$ cat src/rtl/muldiv_pkg.sv
// muldiv_pkg: shared op codes, FSM state encoding, default iteration count and magnitude helper for muldiv_hilo
package muldiv_pkg;
  localparam int ITER_DEF = 32;
  typedef enum logic [2:0] {
    OP_MULT  = 3'd0,
    OP_MULTU = 3'd1,
    OP_DIV   = 3'd2,
    OP_DIVU  = 3'd3,
    OP_MTHI  = 3'd4,
    OP_MTLO  = 3'd5
  } op_e;
  typedef enum logic [1:0] {
    S_IDLE = 2'd0,
    S_RUN  = 2'd1,
    S_FIX  = 2'd2
  } state_e;
  function automatic logic [31:0] mag(input logic [31:0] x, input logic sgn);
    return (sgn && x[31]) ? -x : x;
  endfunction
endpackage

$ cat src/rtl/muldiv_hilo_div_step.sv
// div_step: one restoring-divide iteration; ports rem_i/quo_i/dvs_i in, rem_o/quo_o out (quo_i shifts dividend bits in, quotient bits out)
module div_step (
  input  logic [31:0] rem_i,
  input  logic [31:0] quo_i,
  input  logic [31:0] dvs_i,
  output logic [31:0] rem_o,
  output logic [31:0] quo_o
);
  logic [32:0] trial;
  always_comb begin
    trial = {rem_i, quo_i[31]} - {1'b0, dvs_i};
    rem_o = trial[32] ? {rem_i[30:0], quo_i[31]} : trial[31:0];
    quo_o = {quo_i[30:0], ~trial[32]};
  end
endmodule

$ cat src/rtl/muldiv_hilo.sv
// muldiv_hilo: iterative MIPS-style HI/LO multiply/divide unit; in clk rst_n start op a b, out busy done div0 hi lo; MULDIV_FAST_MUL_EN selects a single-cycle multiplier
module muldiv_hilo
  import muldiv_pkg::*;
#(
  parameter int ITER = ITER_DEF
) (
  input  logic        clk,
  input  logic        rst_n,
  input  logic        start,
  input  logic [2:0]  op,
  input  logic [31:0] a,
  input  logic [31:0] b,
  output logic        busy,
  output logic        done,
  output logic        div0,
  output logic [31:0] hi,
  output logic [31:0] lo
);
  localparam int CW = $clog2(ITER + 1);
  state_e      state_q, state_d;
  logic [CW-1:0] cnt_q, cnt_d;
  logic [2:0]  op_q, op_d;
  logic [31:0] a_q, a_d, b_q, b_d, hi_q, hi_d, lo_q, lo_d;
  logic [63:0] acc_q, acc_d;
  logic        done_q, done_d, div0_q, div0_d;
  logic        accept, go, fast_in, sgn_in, div_in, sgn, is_div, neg, fix, dz;
  logic [31:0] ma, mb, rem_n, quo_n, fix_hi, fix_lo;
  logic [32:0] psum;
  logic [63:0] mprod, prod;
  div_step u_div_step (
    .rem_i(acc_q[63:32]),
    .quo_i(acc_q[31:0]),
    .dvs_i(mb),
    .rem_o(rem_n),
    .quo_o(quo_n)
  );
  always_ff @(posedge clk or negedge rst_n) begin
    if (!rst_n) begin
      state_q <= S_IDLE;
      cnt_q   <= '0;
      op_q    <= '0;
      a_q     <= '0;
      b_q     <= '0;
      acc_q   <= '0;
      hi_q    <= '0;
      lo_q    <= '0;
      done_q  <= 1'b0;
      div0_q  <= 1'b0;
    end else begin
      state_q <= state_d;
      cnt_q   <= cnt_d;
      op_q    <= op_d;
      a_q     <= a_d;
      b_q     <= b_d;
      acc_q   <= acc_d;
      hi_q    <= hi_d;
      lo_q    <= lo_d;
      done_q  <= done_d;
      div0_q  <= div0_d;
    end
  end
  always_comb begin
    accept = start && state_q == S_IDLE && op <= OP_MTLO;
    go     = accept && op <= OP_DIVU;
`ifdef MULDIV_FAST_MUL_EN
    fast_in = op <= OP_MULTU;
`else
    fast_in = 1'b0;
`endif
    state_d = state_q == S_IDLE ? (go ? (fast_in ? S_FIX : S_RUN) : S_IDLE) :
              state_q == S_RUN  ? (cnt_q == CW'(ITER - 1) ? S_FIX : S_RUN) : S_IDLE;
    cnt_d   = state_q == S_RUN ? cnt_q + 1'b1 : '0;
  end
  always_comb begin
    sgn_in = op == OP_MULT || op == OP_DIV;
    div_in = op == OP_DIV || op == OP_DIVU;
    sgn    = op_q == OP_MULT || op_q == OP_DIV;
    is_div = op_q == OP_DIV || op_q == OP_DIVU;
    ma     = mag(a_q, sgn);
    mb     = mag(b_q, sgn);
    neg    = sgn && (a_q[31] ^ b_q[31]);
    fix    = state_q == S_FIX;
    dz     = is_div && b_q == '0;
    psum   = {1'b0, acc_q[63:32]} + (acc_q[0] ? {1'b0, ma} : 33'd0);
`ifdef MULDIV_FAST_MUL_EN
    mprod  = {32'd0, ma} * {32'd0, mb};
`else
    mprod  = acc_q;
`endif
    prod   = neg ? -mprod : mprod;
    fix_hi = dz ? a_q : is_div ? ((sgn && a_q[31]) ? -acc_q[63:32] : acc_q[63:32]) : prod[63:32];
    fix_lo = dz ? '1 : is_div ? (neg ? -acc_q[31:0] : acc_q[31:0]) : prod[31:0];
    op_d   = go ? op : op_q;
    a_d    = go ? a : a_q;
    b_d    = go ? b : b_q;
    acc_d  = go ? {32'd0, mag(div_in ? a : b, sgn_in)} :
             state_q == S_RUN ? (is_div ? {rem_n, quo_n} : {psum, acc_q[31:1]}) : acc_q;
    hi_d   = fix ? fix_hi : (accept && op == OP_MTHI) ? a : hi_q;
    lo_d   = fix ? fix_lo : (accept && op == OP_MTLO) ? a : lo_q;
    done_d = fix;
    div0_d = accept ? 1'b0 : (fix && dz) ? 1'b1 : div0_q;
    busy   = state_q != S_IDLE;
    done   = done_q;
    div0   = div0_q;
    hi     = hi_q;
    lo     = lo_q;
  end
endmodule

$ cat config.mk
export PLATFORM = sky130hd
export DESIGN_NAME = muldiv_hilo
export DESIGN_NICKNAME = d
export VERILOG_FILES = /design/src/rtl/muldiv_pkg.sv /design/src/rtl/muldiv_hilo_div_step.sv /design/src/rtl/muldiv_hilo.sv
export SDC_FILE = /design/constraint.sdc
export NUM_CORES = 1
export LEC_CHECK = 0
export BUFFER_PORTS_ARGS = -buffer_cell sky130_fd_sc_hd__buf_4
export CORE_UTILIZATION = 41
export CTS_BUF_LIST = sky130_fd_sc_hd__clkbuf_16
export DETAILED_ROUTE_END_ITERATION = 8
export GPL_TIMING_DRIVEN = 0
export MAX_ROUTING_LAYER = met4
export SLEW_MARGIN = 10
export SYNTH_ARGS = -nofsm -noshare
export SYNTH_HDL_FRONTEND = slang
export SYNTH_SLANG_ARGS = --single-unit
$ cat constraint.sdc
create_clock -name clk -period 4 [get_ports clk]
set_input_delay 0.6 -clock clk [delete_from_list [all_inputs] [get_ports clk]]
set_output_delay 0.6 -clock clk [all_outputs]
set_load 0.02 [all_outputs]
Word-level counts from Yosys, hierarchy flattened --
Cells that the tools add are included.
Word-level totals: bits in registers 205, bits in latches 0, RAM bits 0, bits in read-only memories 0, input port bits 70, output and inout port bits 67, memories 0
Cells by class: add/sub/neg operators 9, multipliers 0, div/mod/pow operators 0, order comparisons 2, equal/unequal tests 9, shift-type cells 0, muxes and demuxes 27, bitwise gates (word level) 2, reduce and logical (&&, ||, !) cells 24
Operators by type and width (count):
- 32-bit 2-to-1 mux | 16
- 64-bit 2-to-1 mux | 4
- 32-bit negation | 5
- 64-bit negation | 1
- 32-bit by 32-bit adder with 33-bit output | 1
- 33-bit by 32-bit subtractor with 33-bit output | 1
- 32-bit logical NOT | 1
- 3-bit by 2-bit equality test with 1-bit output, second input constant | 4
- 1-bit logical AND | 11
- 2-bit nonzero test | 5
- 6-bit by 1-bit adder with 6-bit output, second input constant | 1
- 3-bit equality test, second input constant | 2
- 6-bit by 5-bit equality test with 1-bit output, second input constant | 1
- 3-bit logical NOT | 2
- 2-bit 2-to-1 mux | 3
- 6-bit 2-to-1 mux | 1
- 1-bit logical OR | 4
- 3-bit by 2-bit <= comparator with 1-bit output, second input constant | 1
- 3-bit <= comparator, second input constant | 1
- 1-bit 2-to-1 mux | 3
- 2-bit by 1-bit equality test with 1-bit output, second input constant | 1
- 2-bit equality test, second input constant | 1
- 2-bit logical NOT | 1
- 1-bit NOT | 1
- 1-bit bitwise XOR | 1

Longest topological paths before layout --
depth after elaboration 9, gate-level depth with buffers 20

Cells and area by module --
A second synthesis with hierarchy kept.
Unflattened totals: cell total of the unflattened synthesis 2210, area, all modules 17354.1 sq um
Modules (own cells, without submodules):
- muldiv_hilo | instances 1, cells an instance 1874, area an instance 14762.9 sq um, sequential area each 5129.9 sq um
- div_step | instances 1, cells an instance 336, area an instance 2591.2 sq um, sequential area each 0.0 sq um

Least setup slack after synthesis --
OpenSTA, ideal clock, no wires.
kind register -> register, from reg op_q[2], to reg acc_q[59], setup time 0.138 ns, arrival 3.991 ns, required time 3.862 ns, setup slack -0.128 ns, stages on the path, launching flop included 19, buffers on the path 2, clock period less this slack 4.128 ns, cell sequence dfrtp_1 -> nor2_1 -> and2_1 -> clkbuf_1 -> buf_1 -> o31ai_1 -> xor2_1 -> nor2_1 -> ha_1 -> a211oi_1 -> o211ai_1 -> a41o_1 -> a31oi_1 -> o21ai_1 -> a31oi_1 -> o31ai_1 -> a31oi_1 -> mux2i_1 -> o211ai_1
On the way: cells in the longest elaborated chain, start to end 9
RTL lines:
- from (decl) | line muldiv_hilo.sv:22 | logic [2:0] op_q, op_d;
- from (signal assigned) | line muldiv_hilo.sv:52 | op_q <= op_d;
- 3-bit by 2-bit equality test with 1-bit output or 3-bit logical NOT (tied branches) | line muldiv_hilo.sv:77, muldiv_hilo.sv:78
- 1-bit logical OR | line muldiv_hilo.sv:77 | sgn = op_q == OP_MULT || op_q == OP_DIV;
- 1-bit logical AND | line muldiv_pkg.sv:18 | return (sgn && x[31]) ? -x : x;
- 32-bit 2-to-1 mux | line muldiv_pkg.sv:18
- 33-bit by 32-bit subtractor with 33-bit output or 32-bit 2-to-1 mux (tied branches) | line muldiv_hilo_div_step.sv:11, muldiv_hilo.sv:84
- 32-bit 2-to-1 mux or 32-bit by 32-bit adder with 33-bit output (tied branches) | line muldiv_hilo_div_step.sv:12, muldiv_hilo.sv:84
- 64-bit 2-to-1 mux * (2 in series) | line muldiv_hilo.sv:97 | state_q == S_RUN ? (is_div ? {rem_n, quo_n} : {psum, acc_q[31:1]}) : acc_q;
- 64-bit 2-to-1 mux * | line muldiv_hilo.sv:96 | acc_d = go ? {32'd0, mag(div_in ? a : b, sgn_in)} :
- to (signal assigned) | line muldiv_hilo.sv:44 | acc_q <= '0;
- to (signal assigned) | line muldiv_hilo.sv:55 | acc_q <= acc_d;
- to (decl) | line muldiv_hilo.sv:24 | logic [63:0] acc_q, acc_d;
Every way passes the cells marked *; elsewhere a longest branch is shown, timed or not. The select of a mux whose other input is x is not followed. A chain may end at the register's enable or synchronous reset.

Worst setup path in the final report --
from reg b_q[7], to reg acc_q[56]
On the way: cells in the longest elaborated chain, start to end 7
RTL lines:
- from (decl) | line muldiv_hilo.sv:23 | logic [31:0] a_q, a_d, b_q, b_d, hi_q, hi_d, lo_q, lo_d;
- from (signal assigned) | line muldiv_hilo.sv:43 | b_q <= '0;
- from (signal assigned) | line muldiv_hilo.sv:54 | b_q <= b_d;
- 32-bit negation | line muldiv_pkg.sv:18
- 32-bit 2-to-1 mux * | line muldiv_pkg.sv:18
- 33-bit by 32-bit subtractor with 33-bit output * | line muldiv_hilo_div_step.sv:11 | trial = {rem_i, quo_i[31]} - {1'b0, dvs_i};
- 32-bit 2-to-1 mux * | line muldiv_hilo_div_step.sv:12 | rem_o = trial[32] ? {rem_i[30:0], quo_i[31]} : trial[31:0];
- 64-bit 2-to-1 mux * (2 in series) | line muldiv_hilo.sv:97
- 64-bit 2-to-1 mux * | line muldiv_hilo.sv:96
Marks and branches as above.

==> metrics.csv <==
stage;metric;value;unit
status;status;finished with violations;
status;failing checks;negative setup slack;
grt;initial antenna violation count;1;
synth;Netlist cell types;82;
grt;first-pass GRT wire length;113;mm
place;worst slack, placed;-1.41;ns
final_layout;Layout area overhead;27.3;%
setup_path;FF-to-FF path depth;19;
sta;Post-Route Skew;0.0145;ns
synth;Synth top cells by count;346 x nand2_1, 205 x dfrtp_1, 170 x nor2_1;
clocking;later-pin clock latency in the skew report;0.57;ns
setup_path;worst flop-to-flop path startpoint;b_q[7];
setup_path;Arrival @ worst endpoint;4.63;ns
sta;Max Freq;238;MHz
synth;Synth Flop Type;dfrtp_1;
setup_path;Setup CP Type;register to register;
setup_path;crit start category;register;
sta;RSZ-0062 raised after global routing;true;
setup_path;crit-path max FO;7;
die;die height;205;µm
synth;post-synthesis instance total;2139;
power_and_ir_drop;Power Dens Cells;1010;nW/µm²
die;num rows;73;
grt;grt ovf;0;
sta;Setup-failing EPs final;33;
sta;Final Max Slew Viols;0;
die;core area;40100;µm²
route;number of DRC markers in iteration 0;1781;
die;die area;41900;µm²
setup_path;reg-to-reg slack, setup;-0.21;ns
place;post-DP HPWL;58.3;mm
die;Boundary Pins;137;
die;Die X;205;µm
sta;period utilization;105;%
clocking;root buf cell;clkbuf_16;
sta;Slew @ Worst Pin;1.25;ns
synth;Syn Nets;2281;
clocking;Longest Clk Path Bufs;3;
final_layout;share of cells above drive strength 1;20.7;%
worst_hold_path;HP Class;input pin to register;
sta;final hold violations;0;
sta;Setup WS post-layout;-0.205;ns
grt;number of global-route vias before repair;17900;
synth;Synth Register Bits;205;
synth;Avg Cell Area, Syn;7.87;µm²
route;Via density;6.08;
route;routed vias;17800;
route;Antenna Nets Post-Route;0;
setup_path;CP endpoint kind;register;
synth;Yosys warning count;0;
clocking;H-tree levels;1;
power_and_ir_drop;Max VDD drop;0.404;mV
synth;mapped cell area;16800;µm²
grt;gr usage total;37.5;%
route;Pre-Repair DR Iteration Count;6;
synth;dominant cell type by area after synthesis;dfrtp_1;
die;Initial Utilization;42.0;%
setup_path;WP data required;4.42;ns
place;GP Congestion;0.961;
route;final wirelength;76.5;mm
flow_run;MaxCap Viol Count;0;
clocking;CTS tree;built;
route;routed wire length per instance;26.1;µm
power_and_ir_drop;Leak;0.00931;µW
place;port bufs;136;
synth;count leader, synth;nand2_1;
synth;EDFF count, synth;0;
synth;ys async rst share;100;%
final_layout;post-layout net count;2536;
final_layout;post-layout util;53.5;%
route;# DRC;0;
synth;Synth top area share;30.5;%
setup_path;CP Launch Point;b_q[7];
setup_path;worst reg2reg path endpoint;acc_q[56];
sta;Slew headroom;16.5;%
synth;ranking of synthesized cells by area;dfrtp_1 30%, nand2_1 7.7%, xnor2_1 5.9%, mux2i_1 5.5%, ha_1 5.2%;
sta;WHS;0.270;ns
synth;Seq/Total Area, Yosys;30.5;%
clocking;cts bufs inserted;26;
sta;Tmin final;4.21;ns
grt;largest net degree at the start of global routing;79;
setup_path;crit path to;acc_q[56];
clocking;clock sink count;205;
clocking;clock-pin slew on the worst setup and hold paths;0.06;ns
-- placed cells by master, fill, tap and decap left out, types with 10 or more instances in the layout --
master / Yosys / routed
ha_1: 70 / 48
nor2_1: 170 / 153
nor3_1: 70 / 59
o22ai_1: 17 / 17
xor2_1: 84 / 78
nor2_2: 0 / 13
ha_2: 0 / 11
buf_1: 11 / 10
buf_4: 4 / 225
a222oi_1: 11 / 11
a21o_1: 43 / 42
a211oi_1: 20 / 16
clkbuf_1: 98 / 82
nand2_1: 346 / 337
mux2i_1: 93 / 89
clkbuf_16: 0 / 30
o21ai_0: 167 / 152
xnor2_2: 1 / 11
o211ai_1: 45 / 45
buf_2: 15 / 10
nor4_1: 22 / 18
nand3_1: 56 / 53
or3_1: 13 / 13
a31oi_1: 28 / 22
o31ai_1: 20 / 14
a21oi_2: 1 / 19
xnor2_1: 113 / 102
inv_1: 34 / 36
nand4_1: 12 / 12
o21a_1: 10 / 10
ha_4: 0 / 11
a21oi_1: 140 / 117
nand2b_1: 26 / 25
dfrtp_1: 205 / 197
a22oi_1: 24 / 24
nor2b_1: 12 / 12
o21ai_1: 33 / 39
-- cell type report --
cell class,instances,area (µm²)
clock buffers,27,676
plain buffers,121,651
fillers,3806,18700
multi-input cells,1769,12100
flip-flops and latches,205,5140
well taps,525,657
repair buffers,237,1930
diodes,1,2.50
clock inverters,17,131
inverters,34,131
-- layer usage --
metal | share of wire (%) | GRT usage, % | vias up
met3 | 7.0 | 5.39 | 173
met5 | 0 | - | -
li1 | - | - | 8194
met4 | 4.9 | 16.2 | 0
met1 | 42 | 47.1 | 8687
met2 | 46 | 60.0 | 783
-- cells by family (layout without fill, tap and decap cells) --
kind of cell,after synthesis,after routing,synth area share [%]
other cells,0,1,0
fa+ha+maj,72,72,5.44
buf+inv,165,436,3.97
mux,96,96,5.73
xor+xnor,198,198,10.3
simple gates,784,784,21.2
compound gates,619,619,22.9
flops,205,205,30.5
-- state kept, by name (all words and copies together), names as in the netlist --
register  count
a_q          32
acc_q        64
b_q          32
cnt_q         6
div0          1
done          1
hi           32
lo           32
op_q          3
state_q       2
-- critical path: stages (launching register included) --
cell      delay, ns
dfrtp_2        0.47
nor3_4         0.23
nand2_2        0.10
nor3_4         0.15
and2_4         0.23
nand3_4        0.13
o31ai_4        0.28
xor2_2         0.25
ha_2           0.23
a21o_1         0.11
a21o_1         0.15
a21oi_4        0.09
nand3_1        0.08
and4b_2        0.27
or4_4          0.45
nand3_4        0.20
buf_4          0.14
mux2_2         0.32
nand2_1        0.06
o211ai_1       0.09
-- worst min-delay path by stage --
stage	from	endpoint	slack, ns	cells after the start
after floorplan	rst_n	a_q[0]	0.30	0
after global placement	cnt_q[0]	cnt_q[0]	0.45	1
after detailed placement	cnt_q[0]	cnt_q[0]	0.46	1
after CTS	b[30]	b_q[30]	0.26	3
after global routing	b[19]	b_q[19]	0.27	3
final	b[30]	b_q[30]	0.27	3
-- report_power, final --
group	switching (µW)	internal (µW)	total (µW)
Sequential	1380	2930	4310
Combinational	8350	6610	15000
Clock	991	1340	2330
-- metrics by stage --
stage                     setup TNS [ns]  total power (µW)  area, µm²  std cells
after floorplan                        0             12200      16900       2139
after global placement            -51.86             15900      18500       2800
after detailed placement          -52.05             16000      18600       2802
after CTS                          -3.28             20400      20900       2911
after global routing              -10.02             22900      21400       2936
final                              -4.86             21600      21400       2936
-- repair_timing --
item,4_1_cts,5_1_grt
setup endpoints to repair,74,46
pin swaps,99,76
gates cloned,2,0
buffers inserted,70,26
resized for setup,190,94
hold buffers,1,0
endpoints found under the hold margin,51,0
No activity file was read; power rests on OpenSTA's default activity.
